File: config.mk
export PLATFORM = sky130hd
export DESIGN_NAME = noc_input_port_vc
export DESIGN_NICKNAME = d
export VERILOG_FILES = /design/src/rtl/noc_input_port_vc.sv
export SDC_FILE = /design/constraint.sdc
export NUM_CORES = 1
export LEC_CHECK = 0
export CORE_MARGIN = 2
export CORE_UTILIZATION = 55
export CTS_CLUSTER_DIAMETER = 30
export DETAILED_ROUTE_END_ITERATION = 8
export PLACE_DENSITY = 0.75
export SYNTH_ARGS = -nofsm -noshare
export SYNTH_HDL_FRONTEND = slang
export SYNTH_SLANG_ARGS = --single-unit
File: constraint.sdc
create_clock -name clk -period 2.8 [get_ports clk]
set_input_delay 0.42 -clock clk [delete_from_list [all_inputs] [get_ports clk]]
set_output_delay 0.42 -clock clk [all_outputs]
set_load 0.005 [all_outputs]
File: src/rtl/noc_input_port_vc.sv
`default_nettype none
// ============================================================================
// Module   : noc_input_port_vc
// Purpose  : Router input port. It holds per-VC FIFOs and tracks the route of
//            each packet. It returns credits, arbitrates between VCs in
//            round-robin order and drives a registered output stage that
//            honours backpressure. Define NOC_YX_ROUTING_EN for YX routing;
//            the default is XY routing.
// Revision : 1.0
// ============================================================================
module noc_input_port_vc #(
   parameter logic [3:0] ADDRESS  = 4'b0000,
   parameter int         FLIT_W   = 32,
   parameter int         NUM_VC   = 2,
   parameter int         VC_DEPTH = 4
) (
   input  logic                      clk,
   input  logic                      reset,
   input  logic [FLIT_W-1:0]         flit_in,
   input  logic                      flit_in_valid,
   input  logic [$clog2(NUM_VC)-1:0] flit_in_vc,
   output logic                      credit_out_valid,
   output logic [$clog2(NUM_VC)-1:0] credit_out_vc,
   output logic [FLIT_W-1:0]         flit_out,
   output logic                      flit_out_valid,
   output logic [$clog2(NUM_VC)-1:0] flit_out_vc,
   output logic [2:0]                flit_out_gate,
   input  logic                      out_ready,
   output logic                      error
);

   localparam int VCW = $clog2(NUM_VC);
   localparam int PW  = $clog2(VC_DEPTH);
   localparam int CW  = PW + 1;
   localparam logic [CW-1:0] FULL_COUNT = CW'(VC_DEPTH);
   localparam logic [2:0] GATE_LOCAL = 3'd0;
   localparam logic [2:0] GATE_NORTH = 3'd1;
   localparam logic [2:0] GATE_SOUTH = 3'd2;
   localparam logic [2:0] GATE_EAST  = 3'd3;
   localparam logic [2:0] GATE_WEST  = 3'd4;
   localparam logic [1:0] CUR_X = ADDRESS[3:2];
   localparam logic [1:0] CUR_Y = ADDRESS[1:0];

   function automatic logic [2:0] compute_route(input logic [3:0] dst);
      logic [2:0] gate;
      gate = GATE_LOCAL;
`ifdef NOC_YX_ROUTING_EN
      if (dst[1:0] > CUR_Y)      gate = GATE_NORTH;
      else if (dst[1:0] < CUR_Y) gate = GATE_SOUTH;
      else if (dst[3:2] > CUR_X) gate = GATE_EAST;
      else if (dst[3:2] < CUR_X) gate = GATE_WEST;
`else
      if (dst[3:2] > CUR_X)      gate = GATE_EAST;
      else if (dst[3:2] < CUR_X) gate = GATE_WEST;
      else if (dst[1:0] > CUR_Y) gate = GATE_NORTH;
      else if (dst[1:0] < CUR_Y) gate = GATE_SOUTH;
`endif
      return gate;
   endfunction

   logic [FLIT_W-1:0] mem        [NUM_VC][VC_DEPTH];
   logic [PW-1:0]     rd_ptr     [NUM_VC];
   logic [PW-1:0]     wr_ptr     [NUM_VC];
   logic [CW-1:0]     count      [NUM_VC];
   logic [2:0]        route_gate [NUM_VC];
   logic [NUM_VC-1:0] route_valid;
   logic [VCW-1:0]    rr_ptr;

   logic [NUM_VC-1:0] nonempty, full, push, pop, overflow_vec;
   logic              load_en, grant_valid, deq;
   logic              head_is_head, head_is_tail, orphan, missing_tail, forward;
   logic [VCW-1:0]    grant_vc, next_rr;
   logic [VCW:0]      arb_idx;
   logic [FLIT_W-1:0] head_flit;
   logic [2:0]        head_route, fwd_gate;

   generate
      for (genvar v = 0; v < NUM_VC; v++) begin : g_vc_status
         assign nonempty[v]     = (count[v] != '0);
         assign full[v]         = (count[v] == FULL_COUNT);
         assign pop[v]          = deq && (grant_vc == VCW'(v));
         // A full VC still accepts a write when it is dequeued on the same edge
         assign push[v]         = flit_in_valid && (flit_in_vc == VCW'(v)) && (!full[v] || pop[v]);
         assign overflow_vec[v] = flit_in_valid && (flit_in_vc == VCW'(v)) && full[v] && !pop[v];
      end
   endgenerate

   // Scan from the highest offset down so the nearest non-empty VC to rr_ptr wins
   always_comb begin
      grant_valid = 1'b0;
      grant_vc    = '0;
      arb_idx     = '0;
      for (int i = NUM_VC - 1; i >= 0; i--) begin
         arb_idx = {1'b0, rr_ptr} + (VCW+1)'(i);
         if (arb_idx >= (VCW+1)'(NUM_VC)) arb_idx = arb_idx - (VCW+1)'(NUM_VC);
         if (nonempty[arb_idx[VCW-1:0]]) begin
            grant_valid = 1'b1;
            grant_vc    = arb_idx[VCW-1:0];
         end
      end
   end

   assign load_en      = !flit_out_valid || out_ready;
   assign deq          = load_en && grant_valid;
   assign head_flit    = mem[grant_vc][rd_ptr[grant_vc]];
   assign head_is_head = head_flit[FLIT_W-2];
   assign head_is_tail = head_flit[FLIT_W-1];
   assign head_route   = compute_route(head_flit[FLIT_W-3:FLIT_W-6]);
   assign orphan       = deq && !head_is_head && !route_valid[grant_vc];
   assign missing_tail = deq && head_is_head && route_valid[grant_vc];
   assign forward      = deq && !orphan;
   assign fwd_gate     = head_is_head ? head_route : route_gate[grant_vc];
   assign next_rr      = (grant_vc == VCW'(NUM_VC - 1)) ? '0 : grant_vc + 1'b1;

   always_ff @(posedge clk) begin
      for (int v = 0; v < NUM_VC; v++) begin
         if (push[v]) mem[v][wr_ptr[v]] <= flit_in;
      end
   end

   always_ff @(posedge clk) begin
      if (reset) begin
         route_valid <= '0;
         for (int v = 0; v < NUM_VC; v++) begin
            rd_ptr[v]     <= '0;
            wr_ptr[v]     <= '0;
            count[v]      <= '0;
            route_gate[v] <= GATE_LOCAL;
         end
      end else begin
         for (int v = 0; v < NUM_VC; v++) begin
            if (push[v]) wr_ptr[v] <= wr_ptr[v] + 1'b1;
            if (pop[v]) begin
               rd_ptr[v] <= rd_ptr[v] + 1'b1;
               if (head_is_head) begin
                  route_valid[v] <= !head_is_tail;
                  route_gate[v]  <= head_route;
               end else if (head_is_tail) begin
                  route_valid[v] <= 1'b0;
               end
            end
            count[v] <= count[v] + CW'(push[v]) - CW'(pop[v]);
         end
      end
   end

   always_ff @(posedge clk) begin
      if (reset) begin
         flit_out         <= '0;
         flit_out_valid   <= 1'b0;
         flit_out_vc      <= '0;
         flit_out_gate    <= GATE_LOCAL;
         credit_out_valid <= 1'b0;
         credit_out_vc    <= '0;
         error            <= 1'b0;
         rr_ptr           <= '0;
      end else begin
         credit_out_valid <= deq;
         if (deq) begin
            credit_out_vc <= grant_vc;
            rr_ptr        <= next_rr;
         end
         error <= orphan || missing_tail || (|overflow_vec);
         // Dropped orphans leave the output stage empty for this cycle
         if (load_en) begin
            flit_out_valid <= forward;
            if (forward) begin
               flit_out      <= head_flit;
               flit_out_vc   <= grant_vc;
               flit_out_gate <= fwd_gate;
            end
         end
      end
   end

endmodule
`default_nettype wire

# After elaboration in Yosys (flattened, before gate mapping)
# Memory sizes are Yosys's and may differ from the RTL's.
# Index checks and enable logic that the tools add are counted.
op_classes:
  add_sub_neg: 12
  multipliers: 0
  div: 0
  n_lt_le_gt_ge: 14
  n_eq_ne: 2
  shift: 0
  muxes: 62
  bitwise_logic: 13
  n_reduce_logical: 40
op_table:
  columns: ["cell", "count"]
  rows:
  - ["128-bit two-way mux", 4]
  - ["32-bit demux with 2-bit select", 2]
  - ["32-bit two-way mux", 4]
  - ["128-bit OR reduction", 1]
  - ["32-bit binary-select mux with 2-bit select", 1]
  - ["1-bit two-way mux", 38]
  - ["3-bit two-way mux", 7]
  - ["1-bit logical AND", 18]
  - ["2-bit two-way mux", 6]
  - ["3-bit >= comparator (second input constant)", 3]
  - ["1-bit zero test", 9]
  - ["2-bit NOT with 3-bit output", 3]
  - ["2-bit by 1-bit adder with 2-bit output (second input constant)", 4]
  - ["1-bit OR", 8]
  - ["3-bit by 1-bit adder with 3-bit output", 2]
  - ["3-bit == test (second input constant)", 2]
  - ["1-bit by 2-bit < comparator with 1-bit output (second input constant)", 3]
  - ["3-bit by 1-bit < comparator with 1-bit output (second input constant)", 2]
  - ["2-bit AND reduction", 3]
  - ["3-bit nonzero test", 2]
  - ["3-bit by 1-bit subtractor with 3-bit output", 2]
  - ["1-bit logical OR", 5]
  - ["2-bit by 1-bit > comparator with 1-bit output (second input constant)", 2]
  - ["2-bit by 1-bit < comparator with 1-bit output (second input constant)", 2]
  - ["8 further kinds", 10]
word_totals:
  ff_bits: 43
  latch_bits: 0
  ram_bits: 276
  mem_bits_ro: 0
  input_bits: 37
  output_inout_bits: 40
  n_memories: 5
mem_list:
  columns: ["memory", "words", "width", "read_ports", "rd_clocked_by_memory_dff", "write_ports", "line_no", "rtl"]
  rows:
  - ["mem", 2, 128, 1, 0, 1, "61", "logic [FLIT_W-1:0] mem [NUM_VC][VC_DEPTH];"]
  - ["count", 2, 3, 2, 0, 2, "64", "logic [CW-1:0] count [NUM_VC];"]
  - ["route_gate", 2, 3, 1, 0, 2, "65", "logic [2:0] route_gate [NUM_VC];"]
  - ["rd_ptr", 2, 2, 3, 0, 2, "62", "logic [PW-1:0] rd_ptr [NUM_VC];"]
  - ["wr_ptr", 2, 2, 2, 0, 2, "63", "logic [PW-1:0] wr_ptr [NUM_VC];"]

# Longest topological paths before layout
# Gate-level depths: netlist of the first run.
# An unclocked memory read counts as a cell.
depth:
  word_depth: 18
  mapped_depth: 9

# Worst setup path after synthesis of the first run
# OpenSTA, ideal clock, no wires.
synth_timing:
  path_type: "reg-to-reg"
  start: "memory count[0][5] (netlist bit)"
  end: "memory mem[0][0] (netlist bit), enable pin"
  arrival_ns: 2.142
  t_required_ns: 2.408
  setup_slack_ns: 0.266
  stages_incl_launch_ff: 5
  cell_sequence: "dfxtp_1 > o31ai_2 > a2111oi_0 > nor3b_1 > and2_1"
synth_rtl:
  columns: ["item", "line_no"]
  rows:
  - ["start: declaration", "64"]
  - ["end: declaration", "61"]

==> results_dict.tcl, run 1 <==
set metrics [dict create \
    status "completed" \
    fmax_mhz 400 \
    r2r_setup_slack_ns 0.30 \
    firstDrtPassIters 4 \
    setup_violations 0 \
    pin_count 77 \
    worstHoldPathType "in2reg" \
    synth_mux_area_share_pct 14.3 \
    syn_area_per_cell_um2 19.0 \
    skew_ns 0.0146 \
    final_cell_mix "268 x edfxtp_1, 74 x clkdlybuf4s50_1, 64 x mux4_2" \
    seq_area_frac_synth_pct 72.5 \
    postCtsResizedCells 0 \
    worstMarginPinSlew_ns 0.729 \
    dpl_cell_area_mm2 0.0137 \
    vias 6519 \
    synth.area.top_cells "edfxtp_1 65%, mux4_2 12%, dfxtp_1 7.7%" \
    synth-edff-count 268 \
    port_buffers 75 \
    fin_nets 839 \
    synthAdderAreaFrac_pct 1.33 \
    p_leak_nw 5.41 \
    antenna_left 0 \
    worst_setup_path_end_kind "flop" \
    postSynthCellCount 653 \
    drv_slew 0 \
    synth_xor_area_share_pct 0.423 \
    yosysTopAreaCell "edfxtp_1" \
    wl_um 25500 \
    ff2ff_path_depth 8 \
    initial_core_util_pct 56.4 \
    insertedDiodeCount 0 \
    areaGrowthSynthToFinish_pct 25.6 \
    synth_area_mm2 0.0124 \
    worstSetupStartpoint "rr_ptr" \
    cts_tree "built" \
    worst_slack_ns 0.299 \
    clk_latency_ns 0.56 \
    wl_per_cell_um 22.8 \
    pre_cts_ws_ns -0.00930 \
    power_density_mw_per_mm2 1120 \
    timing.rr.end "count[0][2]" \
    cts.clk_slew.worst_paths_ns 0.05 \
    root_buffer "clkbuf_16" \
    relSlewSlack_pct 51.4 \
    synth_cell_types 52 \
    maxCapViolCount 0 \
    ys_ff_latch 316 \
    gr-total-overflow 0 \
    rsz0062_at_grt "no" \
    ir_drop_mv 0.862 \
    yosys.area.top_type_share_pct 64.8 \
    die_w_um 154 \
    setup_tns_ns 0 \
    start_kind "flop" \
    cts-hold-fix-buffers 0 \
    synthArstFlopShare_pct 0 \
    post_cts_buffers 0 \
    die_area_mm2 0.0238 \
    die_y_um 154 \
    numCtsBuffers 56 \
    cp-endpoint "count[0][2]" \
    finalCriticalPeriod_ns 2.50 \
    place_congestion 0.800 \
    clockBufferDepth 3 \
    vias_per_cell 5.83 \
    first_iter_violations 541 \
    grt_max_degree 67 \
    route.detailed.drc 0 \
    synth_fp_nets 702 \
    stdcell_area_mm2 0.0156 \
    grt_pass1_vias 7192 \
    arrival_ns 2.91 \
    synth_compound_area_share_pct 5.07 \
    drive_gt1_share_pct 29.8 \
    hold_violations 0 \
    htreeDepth 2 \
    ys.flop_type "edfxtp_1" \
    core_area_mm2 0.0220 \
    fin_crit_sh_pct 89.3 \
    grt_usage_pct 22.1 \
    synth_simple_gate_area_share_pct 4.30 \
    ys_warn_count 0 \
    antenna_found_initial 0 \
    dpl.hpwl_um 14900 \
    synth_top_family_by_area "multiplexers" \
    cp_max_fo 5 \
    grt_pass1_wl_um 40000 \
    cts.sinks 316 \
    placementRows 54 \
    setup.worst_path.class "reg2reg" \
    timing.rr.start "rr_ptr" \
    cp.required_ns 3.20 \
    hold-worst-slack_ns 0.445 \
    final_common_cell "edfxtp_1" \
]
worst min-delay path by stage:
stage / startpoint / end / slack (ns) / cells past startpoint
after floorplan: credit_out_vc / credit_out_vc / 0.44 / 2
after global placement: credit_out_vc / credit_out_vc / 0.46 / 2
after detailed placement: credit_out_vc / credit_out_vc / 0.47 / 2
after CTS: reset / route_valid[0] / 0.41 / 3
after global routing: reset / route_valid[0] / 0.43 / 3
final: reset / route_valid[0] / 0.45 / 3
stage by stage:
step / std cells / power (W) / utilization (%)
after floorplan: 653 / 0.00948 / -
after global placement: 1012 / 0.0108 / 62.4
after detailed placement: 1012 / 0.0110 / 62.4
after CTS: 1118 / 0.0176 / 70.8
after global routing: 1118 / 0.0182 / 70.8
final: 1118 / 0.0174 / 70.8
final cells by class:
cell class,count,area (um^2)
sequential,316,9010
tap,280,350
timing repair buffer,114,1140
clock inverter,25,264
clock buffer,81,1600
fill,1322,6420
multi-input combinational,285,3180
inverter,17,63.8
synth_stat cells, drive strengths merged (3+ instances only):
master and number:
or3 3, edfxtp 268, a21oi 7, and2 10
nor2b 4, or2 5, inv 16, nand2b 3
nand2 10, o21ai 10, nor2 53, xnor2 6
buf 20, dfxtp 48, mux2i 33, nor3 6
ha 10, clkbuf 15, nor4 3, a211oi 33
mux4 64, a31oi 3
critical path: stages (launching register included):
cell	delay (ns)
dfxtp_1	0.45
o31ai_2	0.16
a2111oi_0	0.59
nor3b_1	0.14
ha_1	0.25
fa_1	0.38
xnor2_1	0.19
xnor2_1	0.14
nor2_1	0.05
power breakdown:
| group | leakage (nW) | switching, W | total [W] | internal, W |
|---|---|---|---|---|
| sequential | 2.85 | 0.000315 | 0.00596 | 0.00564 |
| clock | 0.899 | 0.00223 | 0.00647 | 0.00424 |
| combinational | 1.66 | 0.00260 | 0.00498 | 0.00238 |
| total | 5.41 | 0.00514 | 0.0174 | 0.0123 |
state kept, by name, indices dropped and copies added (netlist names):
name	flops
count	6
credit_out_valid	1
mem	256
route_valid	2
rr_ptr	1
flit_out	32
credit_out_vc	1
wr_ptr	4
flit_out_valid	1
route_gate	4
flit_out_vc	1
error	1
flit_out_gate	2
rd_ptr	4
metal layers:
layer / up-vias / track usage (%) / part of all wire, %
met5: - / 0 / 0
met4: 0 / 7.67 / 2.1
met1: 3382 / 28.4 / 41
li1: 2895 / - / -
met3: 41 / 3.81 / 4.7
met2: 201 / 38.7 / 52
cells by family (layout without fill, tap and decap cells):
kind of cell               after synthesis  after routing
and+or+nand+nor                        105            105
buffers and inverters                   52            237
DFF                                    316            316
AOI/OAI and AO/OA                       64             64
muxes                                   97             97
other                                    1              1
adders and majority gates               12             12
xor gates and xnor gates                 6              6
No activity file was read; power rests on OpenSTA's default activity.
==> inputs of run 2 (changes only) <==
--- a/config.mk
+++ b/config.mk
@@ -8,8 +8,10 @@
 export CORE_MARGIN = 2
 export CORE_UTILIZATION = 55
 export CTS_CLUSTER_DIAMETER = 30
+export CTS_CLUSTER_SIZE = 25
 export DETAILED_ROUTE_END_ITERATION = 8
 export PLACE_DENSITY = 0.75
+export SLEW_MARGIN = 20
 export SYNTH_ARGS = -nofsm -noshare
 export SYNTH_HDL_FRONTEND = slang
 export SYNTH_SLANG_ARGS = --single-unit
==> results of run 2 <==
Same layout as run 1: the final DEF is identical, and so are final timing and power.
